File: src/rtl/sprite_sched_pkg.sv
// Shared types for the sprite ROM scheduler.
// Request bundle layout and pixel/coordinate widths.
package sprite_sched_pkg;

    localparam int SPRITE_DIM = 64;
    localparam int N_SPRITES  = 7;

    typedef logic [2:0] sprite_idx_t;
    typedef logic [5:0] coord_t;
    typedef logic [2:0] rgb_t;

    typedef struct packed {
        sprite_idx_t sprite;
        coord_t      x;
        coord_t      y;
    } sprite_req_t;

    function automatic sprite_req_t make_req(
        input sprite_idx_t s,
        input coord_t      x,
        input coord_t      y
    );
        sprite_req_t r;
        r.sprite = s;
        r.x      = x;
        r.y      = y;
        return r;
    endfunction

endpackage

File: src/rtl/rsp_fifo.sv
// Per-requester response FIFO of RGB pixels.
// Pointers carry a wrap bit so full/empty come from a compare.
module rsp_fifo
    import sprite_sched_pkg::*;
#(
    parameter int DEPTH = 4
) (
    input  logic clk,
    input  logic rst_n,
    input  logic wr_en_i,
    input  rgb_t wr_data_i,
    input  logic rd_en_i,
    output rgb_t rd_data_o,
    output logic empty_o
);

    localparam int AW = $clog2(DEPTH);

    logic [AW:0] wr_ptr_q, wr_ptr_d;
    logic [AW:0] rd_ptr_q, rd_ptr_d;
    rgb_t        mem_q [DEPTH];
    logic        full;
    logic        do_rd;

    // Flags and next pointers
    always_comb begin
        empty_o  = (wr_ptr_q == rd_ptr_q);
        full     = (wr_ptr_q[AW] != rd_ptr_q[AW]) &&
                   (wr_ptr_q[AW-1:0] == rd_ptr_q[AW-1:0]);
        do_rd    = rd_en_i && !empty_o;
        wr_ptr_d = wr_ptr_q + (AW+1)'(wr_en_i);
        rd_ptr_d = rd_ptr_q + (AW+1)'(do_rd);
    end

    // Pointer registers
    always_ff @(posedge clk) begin
        if (!rst_n) begin
            wr_ptr_q <= '0;
            rd_ptr_q <= '0;
        end else begin
            wr_ptr_q <= wr_ptr_d;
            rd_ptr_q <= rd_ptr_d;
        end
    end

    // Storage array, no reset needed
    always_ff @(posedge clk) begin
        if (wr_en_i) begin
            mem_q[wr_ptr_q[AW-1:0]] <= wr_data_i;
        end
    end

    assign rd_data_o = mem_q[rd_ptr_q[AW-1:0]];

    // Credits upstream make a full-FIFO write impossible
    a_no_overflow : assert property (
        @(posedge clk) disable iff (!rst_n) !(wr_en_i && full)
    );

endmodule

File: src/rtl/sprite_rom_scheduler.sv
// Round-robin sharing of the sprite pixel ROM between reel renderers.
// Holds each ROM address ROM_LAT cycles and routes pixels back by id.
module sprite_rom_scheduler
    import sprite_sched_pkg::*;
#(
    parameter int N_REQ     = 3,
    parameter int ROM_LAT   = 2,
    parameter int RSP_DEPTH = 4
) (
    input  logic               clk,
    input  logic               rst_n,
    input  logic [N_REQ-1:0]   req_valid,
    output logic [N_REQ-1:0]   req_ready,
    input  logic [3*N_REQ-1:0] req_sprite,
    input  logic [6*N_REQ-1:0] req_x,
    input  logic [6*N_REQ-1:0] req_y,
    output logic [N_REQ-1:0]   rsp_valid,
    input  logic [N_REQ-1:0]   rsp_ready,
    output logic [3*N_REQ-1:0] rsp_rgb,
    output logic [2:0]         rom_sprite_idx,
    output logic [5:0]         rom_x,
    output logic [5:0]         rom_y,
    input  logic [2:0]         rom_pixel_rgb
);

    localparam int IDW = (N_REQ > 1) ? $clog2(N_REQ) : 1;
    localparam int CW  = $clog2(RSP_DEPTH + 1);
    localparam int SW  = $clog2(ROM_LAT + 1);

    sprite_req_t      req [N_REQ];
    sprite_req_t      rom_q, rom_d;
    logic [SW-1:0]    cnt_q, cnt_d;
    logic [IDW-1:0]   rr_q, rr_d;
    logic [CW-1:0]    credit_q [N_REQ];
    logic [CW-1:0]    credit_d [N_REQ];
    logic [ROM_LAT:0] pv_q, pv_d;
    logic [IDW-1:0]   pid_q [ROM_LAT+1];
    logic [IDW-1:0]   pid_d [ROM_LAT+1];

    logic [N_REQ-1:0] elig;
    logic [N_REQ-1:0] gnt;
    logic [N_REQ-1:0] pop;
    logic [N_REQ-1:0] wr_en;
    logic [N_REQ-1:0] empty;
    logic             slot_open;
    logic             any_gnt;
    logic             win_found;
    logic [IDW-1:0]   win_idx;
    int               idx;

    // Unpack flat request buses and mark eligible requesters
    always_comb begin
        for (int i = 0; i < N_REQ; i++) begin
            req[i] = make_req(req_sprite[3*i +: 3],
                              req_x[6*i +: 6],
                              req_y[6*i +: 6]);
            elig[i] = req_valid[i] && (credit_q[i] != '0);
        end
    end

    // Round-robin search starting at the pointer
    always_comb begin
        win_found = 1'b0;
        win_idx   = '0;
        idx       = 0;
        for (int k = 0; k < N_REQ; k++) begin
            idx = int'(rr_q) + k;
            if (idx >= N_REQ) idx = idx - N_REQ;
            if (!win_found && elig[idx]) begin
                win_found = 1'b1;
                win_idx   = IDW'(idx);
            end
        end
    end

    // One-hot grant, only while the issue slot is open
    always_comb begin
        slot_open = (cnt_q >= SW'(ROM_LAT));
        for (int i = 0; i < N_REQ; i++) begin
            gnt[i] = slot_open && win_found && (win_idx == IDW'(i));
        end
        any_gnt   = |gnt;
        req_ready = gnt;
    end

    // Next state: spacing, pointer, ROM address, credits, in-flight ids
    always_comb begin
        if (any_gnt)        cnt_d = SW'(1);
        else if (!slot_open) cnt_d = cnt_q + SW'(1);
        else                cnt_d = cnt_q;

        rr_d = rr_q;
        if (any_gnt) begin
            rr_d = (win_idx == IDW'(N_REQ - 1)) ? '0 : win_idx + IDW'(1);
        end

        rom_d = rom_q;
        for (int i = 0; i < N_REQ; i++) begin
            if (gnt[i]) rom_d = req[i];
        end

        for (int i = 0; i < N_REQ; i++) begin
            credit_d[i] = credit_q[i] - CW'(gnt[i]) + CW'(pop[i]);
        end

        pv_d     = {pv_q[ROM_LAT-1:0], any_gnt};
        pid_d[0] = win_idx;
        for (int k = 1; k <= ROM_LAT; k++) begin
            pid_d[k] = pid_q[k-1];
        end
    end

    // State registers with synchronous reset
    always_ff @(posedge clk) begin
        if (!rst_n) begin
            rom_q <= '0;
            cnt_q <= SW'(ROM_LAT);
            rr_q  <= '0;
            pv_q  <= '0;
            for (int i = 0; i < N_REQ; i++) begin
                credit_q[i] <= CW'(RSP_DEPTH);
            end
            for (int k = 0; k <= ROM_LAT; k++) begin
                pid_q[k] <= '0;
            end
        end else begin
            rom_q <= rom_d;
            cnt_q <= cnt_d;
            rr_q  <= rr_d;
            pv_q  <= pv_d;
            for (int i = 0; i < N_REQ; i++) begin
                credit_q[i] <= credit_d[i];
            end
            for (int k = 0; k <= ROM_LAT; k++) begin
                pid_q[k] <= pid_d[k];
            end
        end
    end

    // Capture routing and response handshake
    always_comb begin
        for (int i = 0; i < N_REQ; i++) begin
            wr_en[i]     = pv_q[ROM_LAT] &&
                           (pid_q[ROM_LAT] == IDW'(i));
            rsp_valid[i] = !empty[i];
            pop[i]       = rsp_valid[i] && rsp_ready[i];
        end
    end

    assign rom_sprite_idx = rom_q.sprite;
    assign rom_x          = rom_q.x;
    assign rom_y          = rom_q.y;

    for (genvar i = 0; i < N_REQ; i++) begin : g_fifo
        rgb_t rd_data;

        rsp_fifo #(
            .DEPTH(RSP_DEPTH)
        ) u_fifo (
            .clk      (clk),
            .rst_n    (rst_n),
            .wr_en_i  (wr_en[i]),
            .wr_data_i(rom_pixel_rgb),
            .rd_en_i  (pop[i]),
            .rd_data_o(rd_data),
            .empty_o  (empty[i])
        );

        assign rsp_rgb[3*i +: 3] = rd_data;
    end

endmodule

File: config.mk
export PLATFORM = sky130hd
export DESIGN_NAME = sprite_rom_scheduler
export DESIGN_NICKNAME = d
export VERILOG_FILES = /design/src/rtl/sprite_sched_pkg.sv /design/src/rtl/rsp_fifo.sv /design/src/rtl/sprite_rom_scheduler.sv
export SDC_FILE = /design/constraint.sdc
export NUM_CORES = 1
export LEC_CHECK = 0
export CAP_MARGIN = 10
export CORE_MARGIN = 2
export CORE_UTILIZATION = 40
export DETAILED_ROUTE_END_ITERATION = 10
export PLACE_DENSITY = 0.64
export SLEW_MARGIN = 20
export SYNTH_ARGS = -nofsm -noshare
export SYNTH_HDL_FRONTEND = slang
export SYNTH_SLANG_ARGS = --single-unit
export TNS_END_PERCENT = 100
File: constraint.sdc
create_clock -name clk -period 3.8 [get_ports clk]
set_input_delay 0.57 -clock clk [delete_from_list [all_inputs] [get_ports clk]]
set_output_delay 0.57 -clock clk [all_outputs]
set_load 0.02 [all_outputs]
==> flow_summary.rst, run 1 <==
.. list-table::
   :header-rows: 1

   * - Metric
     - Value
   * - Post-synth EDFFs
     - 36
   * - GRT met3 Usage
     - 0.06174
   * - Most frequent cells in the layout
     - clkdlybuf4s50_1, dfxtp_1, edfxtp_1
   * - Number of antenna violations at the first check in global routing
     - 0
   * - Core outline area
     - between 0.01 and 0.015 mm2
   * - Vias in the first global route
     - 3059
   * - Hold slack
     - 0.4426 ns
   * - Syn Nets
     - 443
   * - Final critical path time including I/O delays and setup
     - 3.533 ns
   * - Starting Density
     - 0.4147
   * - Mean cell area of the mapped netlist
     - 11.91 um2
   * - Highest attainable clock frequency
     - 283.0 MHz
   * - Proportion of synthesized flip-flops having asynchronous set or reset
     - 0
   * - Drc violations
     - 0
   * - Path category of the worst min-delay check
     - reg -> reg
   * - Actual slew at the worst max-slew pin
     - 0.8022 ns
   * - Startpoint of the worst-slack reg-to-reg timing path
     - rr_q[0]
   * - Unrepaired setup endpoints after global routing
     - no
   * - Drt pass-1 iters
     - 4
   * - Hold Path Sink
     - pv_q[1]
   * - Residual antenna-violating net count after detailed routing
     - 0
   * - Most common cell after layout, fill and taps aside
     - clkdlybuf4s50_1
   * - Post-Place Cells
     - 571
   * - WHS Path Cells
     - 1
   * - Area leader, netlist
     - dfxtp_1
   * - Seq/Total Area, Yosys
     - 0.5074
   * - Classification of the worst setup path
     - reg -> reg
   * - Pin count of the biggest net entering global routing
     - 58
   * - Remaining max-slew budget at the tightest pin
     - 0.4652
   * - Clk sink count
     - 91
   * - Unique masters post-synth
     - 51
   * - Leakage power of the design
     - roughly 2.2 nW
   * - Final WL
     - ~9000 um
   * - Kind of capture point of the worst setup path
     - register
   * - Crit start category
     - register
   * - Post-Route Skew
     - 0.01058 ns
   * - Total global routing track utilization
     - 0.1603
   * - Average wire length per cell after detail routing
     - 14.97 um
   * - Floorplan die area
     - 0.01160 mm2
   * - Post-route clock period utilization
     - 0.9297
   * - Drt first-iter violations
     - 85
   * - # H-tree levels
     - 3
   * - Worst reg2reg path endpoint
     - credit_q[0][2]
   * - Synth warnings
     - 0
   * - Crit Path Max Fanout
     - 9
   * - Worst Reg2Reg Path Length in Cells
     - 16
   * - Max Buffers Root-to-Sink
     - 2
   * - Core Rows
     - 37
   * - Worst Min Path Start
     - pv_q[0]
   * - Inserted Clock Buffers
     - 9
   * - Post-cts sizing count
     - 0
   * - Max-cap viol count
     - 0
   * - Setup bufs post-CTS
     - 0
   * - Routing usage on met1
     - 0.1879
   * - Total count of max-transition violations in the final report
     - 0
   * - Number of storage elements in the synthesis netlist
     - 91
   * - Detail Placement HPWL
     - 6410 um
   * - Required time at the worst-slack endpoint
     - about 4.0 ns
   * - Port Buffers
     - 85
   * - Die boundary width
     - between 100 and 150 um
   * - Fraction of layout instances using a drive strength above 1
     - 0.1064
   * - Via density per instance
     - 5.107
   * - Cell at the root of the clock tree
     - clkbuf_8
   * - Area grow syn2layout
     - 27.52%
   * - RePlAce Congestion
     - about 0.9
   * - Clock input transition at the sequential cells of the worst setup and hold paths
     - roughly 0.10 ns
   * - Clock tree from TritonCTS
     - yes
   * - Peak-usage layer in the global routing report
     - met2
   * - N_diodes
     - 0
   * - Design Area, Final
     - 0.005484 mm2
   * - Total number of nets in the final design
     - ~530
   * - Data arrival time of the worst path
     - 3.77 ns
   * - Via count
     - 2998
   * - Routing usage on met2
     - 0.2713
   * - Top-level I/O count
     - 86
   * - Largest cells by area after synthesis
     - dfxtp_1, edfxtp_1, ha_1
   * - Power consumption
     - 3.344 mW
   * - GR Overflow Total
     - 0
   * - Highest ir drop seen on vdd
     - 0.2793 mV
   * - Cells after Synth
     - 361
   * - Number of failing hold endpoints at the final stage
     - 0
   * - Combined area of all synthesized cells
     - 0.004300 mm2
   * - Final TNS setup
     - 0 ns
   * - Status
     - finished, final reports clean
   * - Number of non-filler instances in the completed layout
     - 587
   * - Count of final setup violators
     - 0
   * - Die H
     - approximately 110 um
   * - Most instantiated flip-flop cell in the synthesis netlist
     - dfxtp_1
   * - Power density normalized to cell area
     - 609.8 mW/mm2
   * - Worst reg2reg setup slack
     - 0.27 ns
   * - Fraction of synthesized cell area taken by the top area cell type
     - 0.2560
   * - Placement Cell Area
     - about 0.0053 mm2
   * - Hold bufs inserted after CTS
     - 0
   * - Wire length of the first global-routing pass
     - approximately 14000 um
   * - Clock latency of the later-clocked register in the worst-skew pair
     - 0.36 ns
-- worst max-delay path, stage by stage, from the launching register on --
cell and delay [ns]:
dfxtp_1 0.40, inv_1 0.08, ha_1 0.41, nand2b_1 0.16, o311ai_0 0.17, a211o_1 0.34
a311oi_4 0.38, nand3b_1 0.17, inv_1 0.10, ha_1 0.23, inv_1 0.06, ha_1 0.14
inv_1 0.05, fa_1 0.36, xor2_1 0.17, xnor2_1 0.13, nand2_1 0.06
-- cells in the mapped netlist, types with 2 or more instances --
cell / instances
a211oi_1: 2
a21oi_1: 3
a22oi_1: 2
and2_1: 26
and3_1: 6
and3b_1: 4
buf_2: 4
clkbuf_1: 8
dfxtp_1: 55
edfxtp_1: 36
fa_1: 3
ha_1: 23
inv_1: 18
mux2i_1: 16
mux4_2: 9
nand2_1: 28
nand2b_1: 2
nand3_1: 20
nand3b_1: 3
nor2_1: 20
nor3_1: 3
nor3b_1: 5
o221ai_1: 5
o221ai_2: 10
o311ai_0: 2
o31a_1: 3
or3_4: 2
xnor2_1: 18
xor2_1: 3
-- cell families after synthesis --
kind of cell,Yosys count,share of synthesized area
AOI/OAI and AO/OA,39,0.09223
xor gates and xnor gates,21,0.04277
adders and majority gates,26,0.08089
buffers and inverters,34,0.03724
DFF,91,0.5074
muxes,25,0.08437
and+or+nand+nor,125,0.1551
-- metrics by stage --
stage	util	worst slack (ns)
after floorplan	-	0.06007
after global placement	0.5095	0.2221
after detailed placement	0.5095	0.1128
after CTS	0.5281	0.03829
after global routing	0.5288	0.02411
final	0.5288	0.2670
-- registers in the layout (all words and copies together) (netlist names) --
signal,count
g_fifo.u_fifo.mem_q,36
rom_x,6
g_fifo.u_fifo.wr_ptr_q,9
rr_q,2
pid_q,6
cnt_q,2
rom_y,6
rom_sprite_idx,3
g_fifo.u_fifo.rd_ptr_q,9
pv_q,3
credit_q,9
-- area by class of cell --
cell class	count	area [um2]
flip-flops and latches	91	2182
well taps	136	170.2
inverters	18	67.56
repair buffers	90	895.9
clock buffers	9	123.9
multi-input cells	236	1976
fillers	953	4886
clock inverters	7	68.82
-- worst max path at each step --
stage	slack, ns	end	cells after the start	startpoint
after floorplan	0.06	credit_q[0][5]	18	rr_q[0]
after global placement	0.22	credit_q[0][2]	15	req_valid[2]
after detailed placement	0.11	credit_q[0][2]	15	req_valid[2]
after CTS	0.04	req_ready[0]	9	rr_q[0]
after global routing	0.02	credit_q[0][2]	16	rr_q[0]
final	0.27	credit_q[0][2]	16	rr_q[0]
-- metal layers --
metal	part of all wire	up-vias
li1	-	1473
met1	0.43	1418
met5	0	-
met4	0.012	0
met2	0.48	97
met3	0.079	10
-- where the power goes --
part           internal [mW]  switching (mW)
Sequential              1.16           0.110
Combinational          0.671           0.773
Clock                  0.254           0.376
Power figures use the tool's default switching activity.
==> run 2, diff against run 1 <==
--- a/config.mk
+++ b/config.mk
@@ -5,7 +5,7 @@
 export SDC_FILE = /design/constraint.sdc
 export NUM_CORES = 1
 export LEC_CHECK = 0
-export CAP_MARGIN = 10
+export CAP_MARGIN = 20
 export CORE_MARGIN = 2
 export CORE_UTILIZATION = 40
 export DETAILED_ROUTE_END_ITERATION = 10
==> results of run 2 <==
No change in the layout: final DEF, timing and power equal those of run 1.
